<file path="src/rtl/device_tick_pkg.sv">
// Shared types for the multi-channel tick generator.
package device_tick_pkg;

  typedef enum logic {PERIODIC = 1'b0, ONESHOT = 1'b1} tick_mode_e;
  typedef enum logic {IDLE = 1'b0, RUN = 1'b1} tick_state_e;

endpackage

</file>
<file path="src/rtl/device_tick_chan.sv">
// One tick channel: divisor/mode registers, free counter, IDLE/RUN state and tick decode.
module device_tick_chan
  import device_tick_pkg::*;
#(
  parameter int DIV_W       = 16,
  parameter int DEFAULT_DIV = 10000
) (
  input  logic             clk,
  input  logic             rst_n,
  input  logic             wr,
  input  logic             sync,
  input  logic [DIV_W-1:0] cfg_div,
  input  logic             cfg_mode,
  input  logic             cfg_en,
  output logic             tick,
  output logic             busy
);

  tick_state_e      state_q, state_d;
  tick_mode_e       mode_q, mode_d;
  logic [DIV_W-1:0] div_q, div_d;
  logic [DIV_W-1:0] cnt_q, cnt_d;
  logic             hit;

  // Decoded from registers only so downstream enables see no input-to-output path.
  assign hit  = (state_q == RUN) && (cnt_q == div_q);
  assign tick = hit;
  assign busy = (state_q == RUN);

  always_ff @(posedge clk or negedge rst_n) begin
    if (!rst_n) begin
      state_q <= RUN;
      mode_q  <= PERIODIC;
      div_q   <= DIV_W'(DEFAULT_DIV);
      cnt_q   <= '0;
    end else begin
      state_q <= state_d;
      mode_q  <= mode_d;
      div_q   <= div_d;
      cnt_q   <= cnt_d;
    end
  end

  always_comb begin
    state_d = state_q;
    mode_d  = mode_q;
    div_d   = div_q;
    cnt_d   = cnt_q;
    if (wr) begin
      div_d   = cfg_div;
      mode_d  = tick_mode_e'(cfg_mode);
      cnt_d   = '0;
      state_d = cfg_en ? RUN : IDLE;
    end else if (state_q == RUN) begin
      // A wrap and a sync both land on zero, so a sync during the tick cycle adds no tick.
      if (hit) begin
        cnt_d = '0;
        if (mode_q == ONESHOT) state_d = IDLE;
      end else if (sync) begin
        cnt_d = '0;
      end else begin
        cnt_d = cnt_q + DIV_W'(1);
      end
    end
  end

endmodule

</file>
<file path="src/rtl/device_tick_gen.sv">
// Multi-channel programmable tick generator: channel-select decode plus one channel per index.
module device_tick_gen
  import device_tick_pkg::*;
#(
  parameter int CHANNELS    = 4,
  parameter int DIV_W       = 16,
  parameter int DEFAULT_DIV = 10000,
  localparam int CH_W       = (CHANNELS > 1) ? $clog2(CHANNELS) : 1
) (
  input  logic                clk,
  input  logic                rst_n,
  input  logic                cfg_wr,
  input  logic [CH_W-1:0]     cfg_ch,
  input  logic [DIV_W-1:0]    cfg_div,
  input  logic                cfg_mode,
  input  logic                cfg_en,
  input  logic                sync,
  output logic [CHANNELS-1:0] tick,
  output logic [CHANNELS-1:0] busy
);

  logic [CHANNELS-1:0] wr;

  // Indices at or beyond CHANNELS match no channel, so such writes fall away.
  for (genvar i = 0; i < CHANNELS; i++) begin : g_ch
    assign wr[i] = cfg_wr && (cfg_ch == CH_W'(i));

    device_tick_chan #(
      .DIV_W       (DIV_W),
      .DEFAULT_DIV (DEFAULT_DIV)
    ) u_chan (
      .clk      (clk),
      .rst_n    (rst_n),
      .wr       (wr[i]),
      .sync     (sync),
      .cfg_div  (cfg_div),
      .cfg_mode (cfg_mode),
      .cfg_en   (cfg_en),
      .tick     (tick[i]),
      .busy     (busy[i])
    );
  end

endmodule

</file>
<file path="config.mk">
export PLATFORM = sky130hd
export DESIGN_NAME = device_tick_gen
export DESIGN_NICKNAME = d
export VERILOG_FILES = /design/src/rtl/device_tick_pkg.sv /design/src/rtl/device_tick_chan.sv /design/src/rtl/device_tick_gen.sv
export SDC_FILE = /design/constraint.sdc
export NUM_CORES = 1
export LEC_CHECK = 0
export CORE_MARGIN = 3
export CORE_UTILIZATION = 39
export CTS_CLUSTER_DIAMETER = 60
export DETAILED_ROUTE_END_ITERATION = 8
export GPL_TIMING_DRIVEN = 0
export SYNTH_ARGS = -nofsm -noshare
export SYNTH_HDL_FRONTEND = slang
export SYNTH_HIERARCHICAL = 1
export SYNTH_SLANG_ARGS = --single-unit
</file>
<file path="constraint.sdc">
create_clock -name clk -period 2.45 [get_ports clk]
set_input_delay 0.49 -clock clk [delete_from_list [all_inputs] [get_ports clk]]
set_output_delay 0.49 -clock clk [all_outputs]
set_load 0.02 [all_outputs]
</file>
==> flow_summary.yaml <==
floorplan:
  core-area_mm2: 0.01802
  chipWidth_um: 141.8
  row_count: 49
  die_y_um: 141.8
  floorplan.initialDensity: 0.3991
  die_area_mm2: 0.02011
  ioPinCount: 32
clocking:
  clock-sinks: 136
  clk-insertion-delay-late_ns: 0.42
  root_buffer: "clkbuf_16"
  clk_pin_slew_ns: 0.06
  ctsHoldBuffers: 0
  clockBufferDepth: 2
  cts_tree: "done"
  numCtsBuffers: 17
  htreeDepth: 4
sta:
  setup_tns_ns: -0.08831
  clock.fmax_mhz: 400.0
  hold_ws_ns: 0.003962
  drv_slew: 0
  finalCriticalPeriod_ns: 2.500
  hold_violations: 0
  skew_ns: 0.006598
  max-slew-margin-rel: 0.5249
  finalWorstSetupSlack_ns: -0.05027
  rsz0062_at_grt: "yes"
  period_share: 1.021
  setup_viol: 2
  worst-slew-pin-transition_ns: 0.7104
detailed_routing:
  drc: 0
  firstDrtPassIters: 4
  final_antenna_net_count: 0
  drt_iter0_markers: 316
  via_per_inst: 5.613
  drt-wirelength-per-cell_um: 18.71
  num_vias: 5439
  wirelength_um: 18130
global_routing:
  grt_max_degree: 89
  overflow: 0
  grt_pass1_vias: 5560
  gr-usage-all-layers: 0.1865
  antenna_found_initial: 0
  grt_pass1_wl_um: 29450
power:
  p_seq_frac: 0.424
  combPwrFrac: 0.179
  ir_drop_v: 0.0004960
  p_total_mw: 6.794
  p_leak_nw: 3.391
  power_density_mw_per_mm2: 782.0
  p_clk_frac: 0.397
  switching_share: 0.2783
  p_switching_mw: 1.891
  power.internal_mw: 4.903
run_status:
  status: "finished with violations"
  violations: "negative setup slack"
yosys:
  yosysWarnings: 6
  syn-cell-area_mm2: 0.007194
  yosys_most_used_dff: "dfrtp_1"
  syn-instance-count: 660
  ys_ff_latch: 136
  seq_area_frac_synth: 0.4772
  synth_cell_types: 40
  syn_nets: 688
  syn_avg_cell_area_um2: 10.90
  synth_edf_count: 0
  synthArstFlopShare: 1.000
worst_setup_path:
  start_kind: "flop"
  rr_startpoint: "g_ch[2].u_chan/cnt_q[3]$_DFFE_PN0P_"
  critPathMaxFanout: 2
  critical_path.endpoint: "tick[1]"
  r2r_slack_ns: 0.09
  critPathKind: "reg2out"
  reg2reg_depth: 6
  r2r-end: "g_ch[2].u_chan/cnt_q[2]$_DFFE_PN0P_"
  critPathLaunch: "g_ch[1].u_chan/cnt_q[6]$_DFFE_PN0P_"
  cp.required_ns: 1.96
  critPathArrivalTime_ns: 2.01
  critPathCaptureType: "output port"
finish:
  layout_common_cells: "dfrtp_1 (106), nand2_1 (70), mux2_2 (68)"
  layout-drive-gt1-share: 0.2824
  fillCellCount: 1627
  final_core_util: 0.4820
  fin_nets: 755
  antenna_cells: 0
  syn_to_final_growth_pct: 20.77
  fin_cells: 969
  final_common_cell: "dfrtp_1"
place:
  io_buffers: 31
  dp.cells: 921
  gp_congestion: 0.8441
  dp_hpwl_um: 12730
worst_hold_path:
  hold_class: "in2async"
flow_run:
  max_cap_violations: 0
==> worst min path at each step <==
stage / endpoint / slack [ns] / cells past startpoint
2_1_floorplan: g_ch[0].u_chan/cnt_q[0]$_DFFE_PN0P_ / 0.19 / 0
3_3_place_gp: g_ch[1].u_chan/mode_q$_DFFE_PN0P_ / 0.51 / 1
3_5_place_dp: g_ch[2].u_chan/cnt_q[1]$_DFFE_PN0P_ / 0.46 / 1
4_1_cts: g_ch[2].u_chan/cnt_q[1]$_DFFE_PN0P_ / 0.02 / 1
5_1_grt: g_ch[2].u_chan/cnt_q[1]$_DFFE_PN0P_ / 0.03 / 1
6_report: g_ch[2].u_chan/cnt_q[1]$_DFFE_PN0P_ / 0.004 / 1
==> sequential cells by signal, indices dropped and copies added, names as in the netlist <==
signal and cells:
g_ch.u_chan/cnt_q 64, g_ch.u_chan/div_q 64, g_ch.u_chan/busy 4, g_ch.u_chan/mode_q 4
==> critical path, stage by stage (launching register included) <==
cell     delay [ns]
dfrtp_2        0.42
xor2_1         0.16
or4_4          0.56
nor4_4         0.26
buf_4          0.19
==> synth_stat cells, types with 8 or more instances <==
master    count  area share
inv_1        16      0.0083
a22o_1        8      0.0097
dfrtp_1     112        0.39
o21ai_0      16       0.011
clkbuf_1      8      0.0042
xnor2_1      44       0.054
a21oi_1      12      0.0083
buf_1         8      0.0042
nand3_1      36       0.025
and4_1        8      0.0097
nor2_1       28       0.015
nor3_1       20       0.014
nand4_1      32       0.028
nand2_1      72       0.038
nor4_1        8      0.0070
dfstp_2      24       0.088
xor2_1       44       0.054
mux2_2       68        0.11
nand2b_1      8      0.0070
o311ai_0     12       0.015
or3_2         8      0.0083
==> cell families after synthesis <==
| family | share of synthesized area |
|---|---|
| compound gates | 0.08070 |
| flops | 0.4772 |
| buf+inv | 0.01670 |
| mux | 0.1148 |
| xor+xnor | 0.1071 |
| fa+ha+maj | 0.006957 |
| simple gates | 0.1965 |
==> power by group through the flow <==
stage / Combinational, mW / Clock (mW) / Sequential (mW)
2_1_floorplan: 0.816 / 0 / 2.83
3_3_place_gp: 1.09 / 0 / 2.90
3_5_place_dp: 1.14 / 0 / 2.91
4_1_cts: 1.18 / 2.73 / 2.87
5_1_grt: 1.34 / 2.85 / 2.92
6_report: 1.22 / 2.70 / 2.88
==> stage by stage <==
step                area [µm²]  setup WS (ns)
global route              8688        -0.1287
CTS                       8573        -0.1448
floorplan                 7194         0.1221
finish                    8688       -0.05027
detailed placement        7820        -0.3690
global placement          7791         -4.407
==> per-layer routing <==
layer	wire length, µm	GRT usage
met1	8283	0.2497
met2	8465	0.2876
met3	737	0.04314
met4	644	0.08586
met5	0	0
==> final cells by class <==
cell class,instances,area (µm²),share of cell area
Multi-Input combinational cell,492,3771,0.4340
Inverter,16,60.06,0.006912
Buffer,16,60.06,0.006912
Sequential cell,136,3441,0.3960
Clock inverter,13,177.7,0.02045
Timing Repair Buffer,48,449.2,0.05170
Clock buffer,19,442.9,0.05098
Tap cell,229,286.5,0.03298
==> what timing repair did <==
action | 4_1_cts | 5_1_grt
pin swaps | 7 | 7
endpoints found under the setup margin | 4 | 5
gates resized for setup | 38 | 12
buffers inserted | 10 | 6
(Power assumes the default switching activity.)
